===== src/rtl/inst_fetch_align.sv =====
// Instruction fetch/align unit: prefetches aligned words into a 2-entry queue and
// extracts the 16/32-bit instruction at pc, including word-straddling encodings.
module inst_fetch_align #(
  parameter int ADDR_W = 64
) (
  input  logic              clk,
  input  logic              rst_n,
  input  logic [ADDR_W-1:0] pc,
  input  logic              stall,
  input  logic              flush,
  output logic              req_valid,
  input  logic              req_ready,
  output logic [ADDR_W-1:0] req_addr,
  input  logic              rsp_valid,
  input  logic [31:0]       rsp_data,
  output logic [31:0]       inst,
  output logic              inst_valid,
  output logic              inst_comp
);

  typedef enum logic [2:0] {IDLE, REQ, WAIT, FULL, DRAIN} state_t;

  localparam logic [ADDR_W-1:0] FOUR = ADDR_W'(4);

  state_t            state, state_nxt;
  logic [ADDR_W-1:0] fa, qa;
  logic [31:0]       q0, q1;
  logic              v0, v1;

  logic              hit, is16, pop, push;
  logic [15:0]       h;
  logic [1:0]        occ_nxt;
  logic              unused;

  assign unused = ^{pc[0], qa[1:0]};

  // Extraction is purely combinational so the PC controller sees inst in the same cycle.
  always_comb begin
    inst       = '0;
    inst_valid = 1'b0;
    inst_comp  = 1'b0;
    hit        = v0 && (pc[ADDR_W-1:2] == qa[ADDR_W-1:2]);
    h          = pc[1] ? q0[31:16] : q0[15:0];
    is16       = (h[1:0] != 2'b11);
    if (hit && !flush) begin
      if (is16) begin
        inst       = {16'h0, h};
        inst_valid = 1'b1;
        inst_comp  = 1'b1;
      end else if (!pc[1]) begin
        inst       = q0;
        inst_valid = 1'b1;
      end else if (v1) begin
        inst       = {q1[15:0], h};
        inst_valid = 1'b1;
      end
    end
  end

  // Head word is retired once the consumed instruction reaches into the next word.
  assign pop     = inst_valid && !stall && (pc[1] || !is16);
  assign push    = (state == WAIT) && rsp_valid && !flush;
  assign occ_nxt = 2'(v0) + 2'(v1) + 2'(push) - 2'(pop);

  always_comb begin
    state_nxt = state;
    req_valid = 1'b0;
    req_addr  = '0;
    case (state)
      IDLE: if (!flush) state_nxt = REQ;
      REQ: begin
        req_valid = 1'b1;
        req_addr  = fa;
        if (flush)          state_nxt = req_ready ? DRAIN : IDLE;
        else if (req_ready) state_nxt = WAIT;
      end
      WAIT: begin
        if (flush)          state_nxt = rsp_valid ? IDLE : DRAIN;
        else if (rsp_valid) state_nxt = (occ_nxt < 2'd2) ? REQ : FULL;
      end
      FULL: begin
        if (flush)    state_nxt = IDLE;
        else if (pop) state_nxt = REQ;
      end
      // The single outstanding response is swallowed regardless of further flushes.
      DRAIN: if (rsp_valid) state_nxt = IDLE;
      default: state_nxt = IDLE;
    endcase
  end

  always_ff @(posedge clk or negedge rst_n) begin
    if (!rst_n) begin
      state <= IDLE;
      fa    <= '0;
      qa    <= '0;
      q0    <= '0;
      q1    <= '0;
      v0    <= 1'b0;
      v1    <= 1'b0;
    end else begin
      state <= state_nxt;
      if (state == IDLE && !flush) fa <= {pc[ADDR_W-1:2], 2'b00};
      else if (push)               fa <= fa + FOUR;
      if (flush) begin
        v0 <= 1'b0;
        v1 <= 1'b0;
      end else begin
        case ({push, pop})
          2'b01: begin
            q0 <= q1;
            v0 <= v1;
            v1 <= 1'b0;
            qa <= qa + FOUR;
          end
          2'b10: begin
            if (!v0) begin
              q0 <= rsp_data;
              v0 <= 1'b1;
              qa <= fa;
            end else begin
              q1 <= rsp_data;
              v1 <= 1'b1;
            end
          end
          2'b11: begin
            qa <= qa + FOUR;
            if (v1) begin
              q0 <= q1;
              q1 <= rsp_data;
            end else begin
              q0 <= rsp_data;
            end
          end
          default: ;
        endcase
      end
    end
  end

endmodule

===== config.mk =====
export PLATFORM = sky130hd
export DESIGN_NAME = inst_fetch_align
export DESIGN_NICKNAME = d
export VERILOG_FILES = /design/src/rtl/inst_fetch_align.sv
export SDC_FILE = /design/constraint.sdc
export NUM_CORES = 1
export LEC_CHECK = 0
export CAP_MARGIN = 20
export CORE_MARGIN = 5
export CORE_UTILIZATION = 50
export DETAILED_ROUTE_END_ITERATION = 10
export PLACE_DENSITY = 0.86
export SYNTH_ARGS = -nofsm -noshare
export SYNTH_HDL_FRONTEND = slang
export SYNTH_SLANG_ARGS = --single-unit

===== constraint.sdc =====
create_clock -name clk -period 11.8 [get_ports clk]
set_clock_uncertainty 0.2 [all_clocks]
set_input_delay 1.77 -clock clk [delete_from_list [all_inputs] [get_ports clk]]
set_output_delay 1.77 -clock clk [all_outputs]
set_load 0.02 [all_outputs]

# Word level (Yosys, flattened, before mapping)
# Index checks and enable logic that the tools add are counted.
# word_totals
regBits	197
input_bits	102
word_cells	95
# classes
n_addsub	5
magnitude_cmp	1
eq_ne	18
n_mux	40
bitwise	1
reduce_logical	23
# ops
cell	n
$mux 32	8
$mux 64	4
$add 64x3->64 const B	2
$pmux 64 s2	1
$pmux 32 s3	1
$pmux 32 s2	1
$eq 62x62->1	1
$mux 3	10
$mux 16	1
$pmux 3 s5	1
$ne 2x2->1 const B	6
$ne 3x3->1 const B	4
$mux 1	10
$logic_and 1x1->1	7
$eq 3x2->1 const B	2
$reduce_and 3->1	2
$reduce_bool 2->1	3
$reduce_bool 3->1	2
$reduce_and 5->1	1
$eq 2x2->1 const B	2
$pmux 1 s2	2
$reduce_and 4->1	1
$eq 3x1->1 const B	1
$eq 3x3->1 const B	1
12 further kinds	14

# Logic depth before layout (Yosys ltp)
# depth
ltp_word	12
mapped_depth	18

# Worst setup path before layout
# OpenSTA, ideal clock, no wires.
# synth_path
kind	input to output
startpoint	input flush
endpoint	output inst[21]
t_arrival_ps	4232
slack_ps	5598
cell_stages	10
n_path_buf	3
path_cell_list	clkbuf_1 -> nand2b_1 -> nor4_1 -> nand4b_1 -> nor3_1 -> nand2_1 -> or3b_2 -> clkbuf_1 -> clkbuf_1 -> nor2_1
# synth_via
elab_chain_len	3
# synth_lines
element	line	source
start: declaration	10	input logic flush,
$logic_not 1->1	45	if (hit && !flush) begin
$logic_and 1x1->1	45	
$mux 32	45	
end: declaration	16	output logic [31:0] inst,
# No other way between the ends.

# Final worst setup path
# layout_path
startpoint	input flush
endpoint	output inst[8]
# Same word-level chain as after synthesis.

==> metrics.md <==
| Metric | Value |
|---|---|
| Result of the run | `finished clean` |
| Max-Slew Margin vs Limit | `0.375` |
| Final hold viol count | `0` |
| Number of distinct standard cells referenced by the synthesized netlist | `67` |
| Number of register bits inferred by synthesis | `193` |
| Power Density | `170 nW/um^2` |
| Xor and xnor area share after synthesis | `0.0421` |
| Maximum number of pins on one net before global-route repair | `83` |
| Wire length of the first global-routing pass | `68400 microns` |
| DRC viols | `0` |
| Power share of the sequential group | `0.459` |
| Category of the most critical setup path | `input port to output pin` |
| Die Area | `28200 sq um` |
| Total net switching power | `1.06 mW` |
| Worst voltage drop across the vdd grid | `90.3 uV` |
| Arrival time of the worst setup path | `5.71 ns` |
| Proportion of layout cells with a drive suffix above 1 | `0.0631` |
| Area added between synthesis and finish | `22.1%` |
| Sum of routed wire length over all layers | `43700 microns` |
| Number of antenna violations at the first check in global routing | `0` |
| Final min period | `7.68 ns` |
| Avg Cell Area, Syn | `8.07 sq um` |
| I/O pin total | `201` |
| Non-filler cells, final | `2019` |
| Finish-stage setup viols | `0` |
| Total CTS buffers | `17` |
| Vias/cell | `6.40` |
| Synthesized-area fraction occupied by and/or/nand/nor cells | `0.309` |
| Post-Syn Area | `12500 sq um` |
| Comb power frac | `0.321` |
| Clock net sink count | `193` |
| Max Root-Sink Buffers | `2` |
| Internal | `1.54 mW` |
| Global Route Usage Sum | `0.300` |
| Power consumption | `2.60 mW` |
| Multiplexer share of the synthesized area | `0.0434` |
| Part of the power in the clock network | `0.220` |
| Final Cycle Share | `0.651` |
| Reported max-cap violation count | `0` |
| Antenna diode instance count | `0` |
| Data required time at the worst endpoint | `9.83 ns` |
| Placement Rows | `57` |
| Share of the synthesized area in compound gates (AO/OA/AOI/OAI) | `0.164` |
| Placer congestion estimate | `1.06` |
| Type of the most critical hold path | `flip-flop to flip-flop` |
| Final HPWL DP | `31000 microns` |
| FFs w/ async S/R, synth | `1.00` |
| Final Net Count | `1789` |
| Fmax | `130 MHz` |
| Transition time at the pin with the least slew margin | `0.934 ns` |
| Most used DFF post-synth | `sky130_fd_sc_hd__dfrtp_1` |
| Skew-Pair Late Insertion Delay | `0.44 ns` |
| Setup repair after global routing missed its margin | `no` |
| CP startpoint kind | `input port` |
| Final number of max-transition violations | `0` |
| CTS H-Tree Depth | `4` |
| Die width | `168 microns` |
| Switching Share | `0.407` |
| Worst hold margin | `0.309 ns` |
| Antenna-violating nets left | `0` |
| Crit Path Max Fanout | `17` |
| Initial core utilization | `0.511` |
| DP Worst Slack | `4.24 ns` |
| Adder and majority gate portion of the synthesized area | `0.00401` |
| Crit. End Element | `output pin` |
| Vias | `12913` |
| Number of iterations in the first detailed-routing pass | `6` |
| Proportion of synthesized chip area in sequential cells | `0.387` |
| # Post-CTS Setup Buffers | `0` |
| Area of the core | `24500 sq um` |
| Setup TNS after final layout | `0 ns` |
| Leak Pwr | `6.13 nW` |
| Overflow left after global routing | `0` |
| Number of enable flip-flop cells after synthesis | `0` |
| CTS clk-pin slew, worst paths | `0.07 ns` |
| Clk root buf | `sky130_fd_sc_hd__clkbuf_16` |
| Post-detailed-route wirelength per cell | `21.6 microns` |
| Number of cells in the design after placement | `1986` |
| Iter 0 DRT Violations | `1945` |
| Number of warnings printed during yosys synthesis | `0` |
| Input/output buffers | `197` |
| PostCTS Resize Cnt | `0` |
| Vias in the first global route | `12129` |
| TritonCTS clock tree | `built` |
| Instance count of the mapped netlist | `1547` |
| Worst Slack Setup Final | `4.12 ns` |
| Number of buffers inserted for hold repair after clock tree synthesis | `0` |
| Vertical die dimension | `168 microns` |
| Combinational family with the most area after synthesis | `simple AND/OR/NAND/NOR gates` |
## cell usage after synthesis (4+ instances only)
library cell / number / area share
sky130_fd_sc_hd__ha_1: 4 / 0.0040
sky130_fd_sc_hd__a31oi_1: 17 / 0.0085
sky130_fd_sc_hd__nor3b_1: 6 / 0.0036
sky130_fd_sc_hd__clkbuf_1: 95 / 0.029
sky130_fd_sc_hd__dfrtp_1: 193 / 0.39
sky130_fd_sc_hd__o311ai_0: 16 / 0.011
sky130_fd_sc_hd__o31a_1: 11 / 0.0077
sky130_fd_sc_hd__nor4_1: 34 / 0.017
sky130_fd_sc_hd__nand2_1: 128 / 0.038
sky130_fd_sc_hd__nand3_1: 57 / 0.023
sky130_fd_sc_hd__or3_1: 13 / 0.0065
sky130_fd_sc_hd__nand4b_1: 6 / 0.0042
sky130_fd_sc_hd__nor2b_1: 29 / 0.015
sky130_fd_sc_hd__a221oi_1: 11 / 0.0077
sky130_fd_sc_hd__or2_2: 4 / 0.0020
sky130_fd_sc_hd__o22ai_1: 14 / 0.0070
sky130_fd_sc_hd__a221o_1: 11 / 0.0088
sky130_fd_sc_hd__nor2_1: 213 / 0.064
sky130_fd_sc_hd__xor2_1: 49 / 0.034
sky130_fd_sc_hd__inv_1: 55 / 0.017
sky130_fd_sc_hd__xnor2_1: 11 / 0.0077
sky130_fd_sc_hd__nor3_1: 97 / 0.039
sky130_fd_sc_hd__buf_2: 5 / 0.0020
sky130_fd_sc_hd__nand4_1: 36 / 0.018
sky130_fd_sc_hd__a211oi_1: 17 / 0.010
sky130_fd_sc_hd__a21o_1: 6 / 0.0036
sky130_fd_sc_hd__or4_1: 7 / 0.0042
sky130_fd_sc_hd__mux2_2: 33 / 0.030
sky130_fd_sc_hd__o21ai_0: 79 / 0.032
sky130_fd_sc_hd__and3_1: 27 / 0.014
sky130_fd_sc_hd__and2_1: 74 / 0.037
sky130_fd_sc_hd__nand2b_1: 11 / 0.0055
sky130_fd_sc_hd__nand3b_1: 5 / 0.0030
sky130_fd_sc_hd__a22oi_1: 8 / 0.0048
sky130_fd_sc_hd__a21oi_1: 68 / 0.027
sky130_fd_sc_hd__o211ai_1: 17 / 0.010
sky130_fd_sc_hd__and4_1: 10 / 0.0070
sky130_fd_sc_hd__o21a_1: 5 / 0.0030
sky130_fd_sc_hd__mux2i_1: 17 / 0.014
sky130_fd_sc_hd__o32ai_1: 7 / 0.0049
## worst max-delay path: stages
cell and delay, ns:
sky130_fd_sc_hd__clkdlybuf4s50_1 0.56, sky130_fd_sc_hd__nand2b_1 0.28, sky130_fd_sc_hd__nor4_1 0.34, sky130_fd_sc_hd__nand4b_1 0.17, sky130_fd_sc_hd__nor3_1 0.66, sky130_fd_sc_hd__buf_4 0.27
sky130_fd_sc_hd__nand2_1 0.13, sky130_fd_sc_hd__or3_1 0.67, sky130_fd_sc_hd__nor2_1 0.23, sky130_fd_sc_hd__clkdlybuf4s50_1 0.63
## routing by layer
metal | vias up | GRT usage | routed length [microns]
met5 | - | 0 | 0
met4 | 0 | 0.122 | 1640
met3 | 117 | 0.0734 | 5150
met2 | 845 | 0.453 | 19400
met1 | 6124 | 0.415 | 17500
li1 | 5827 | - | -
## registers in the layout, indices dropped and copies added, names as in the netlist
register and flops:
state 3, v1 1, q1 32, v0 1, q0 32, fa 62, qa 62
## cells by family after synthesis
kind of cell               Yosys count
muxes                               50
adders and majority gates            4
buffers and inverters              159
AOI/OAI and AO/OA                  311
xor gates and xnor gates            60
and+or+nand+nor                    769
DFF                                193
other                                1
## worst paths after layout
path                                    startpoint                   end  slack (ns)  cells after the start
min in group asynchronous                    rst_n    q1[18]$_DFFE_PN0P_        1.17                      1
worst max-delay path                         flush               inst[8]        4.12                     10
worst min register to register  q1[26]$_DFFE_PN0P_    q1[26]$_DFFE_PN0P_        0.31                      1
worst max register to register  qa[30]$_DFFE_PN0P_  state[1]$_DFFE_PN0P_        7.04                     16
worst min-delay path            q1[26]$_DFFE_PN0P_    q1[26]$_DFFE_PN0P_        0.31                      1
max in group asynchronous                    rst_n    fa[31]$_DFFE_PN0N_        8.18                      3
## per-stage QoR
stage | cell area (sq um) | utilization
final | 15300 | 0.623
after global routing | 15300 | 0.623
after CTS | 15200 | 0.623
after detailed placement | 14700 | 0.600
after global placement | 14700 | 0.600
after floorplan | 12500 | -
## cell usage in the layout, fill, tap and decap left out, types with 11 or more instances in the layout
cell and instances:
sky130_fd_sc_hd__nand3_1 56, sky130_fd_sc_hd__clkbuf_16 17, sky130_fd_sc_hd__nor4_1 33, sky130_fd_sc_hd__a21oi_1 68
sky130_fd_sc_hd__a221o_1 11, sky130_fd_sc_hd__o21ai_0 79, sky130_fd_sc_hd__buf_4 21, sky130_fd_sc_hd__nor2_1 211
sky130_fd_sc_hd__or3_1 13, sky130_fd_sc_hd__a211oi_1 17, sky130_fd_sc_hd__o211ai_1 17, sky130_fd_sc_hd__a31oi_1 17
sky130_fd_sc_hd__inv_1 55, sky130_fd_sc_hd__nand4_1 36, sky130_fd_sc_hd__xor2_1 49, sky130_fd_sc_hd__xnor2_1 11
sky130_fd_sc_hd__and3_1 27, sky130_fd_sc_hd__dfrtp_1 193, sky130_fd_sc_hd__a221oi_1 11, sky130_fd_sc_hd__mux2i_1 17
sky130_fd_sc_hd__mux2_2 33, sky130_fd_sc_hd__o31a_1 11, sky130_fd_sc_hd__nand2_1 128, sky130_fd_sc_hd__o311ai_0 16
sky130_fd_sc_hd__o22ai_1 14, sky130_fd_sc_hd__clkdlybuf4s50_1 196, sky130_fd_sc_hd__and2_1 74, sky130_fd_sc_hd__nor3_1 97
sky130_fd_sc_hd__nor2b_1 29
## power groups by stage
stage          clock [mW]  combinational [mW]  sequential, mW
3_5_place_dp            0               0.815            1.19
5_1_grt             0.605               0.907            1.22
6_report            0.572               0.833            1.19
3_3_place_gp            0               0.790            1.17
2_1_floorplan           0               0.582            1.06
4_1_cts             0.576               0.820            1.17
## cell type report
type	count	area, sq um
inverter	55	206
multi-input combinational	1196	7100
tap	324	405
fill	2088	9210
clock buffer	18	439
sequential	193	4830
clock inverter	13	120
timing repair buffer	220	2150
Note: power is estimated with default switching activity, not from simulation.
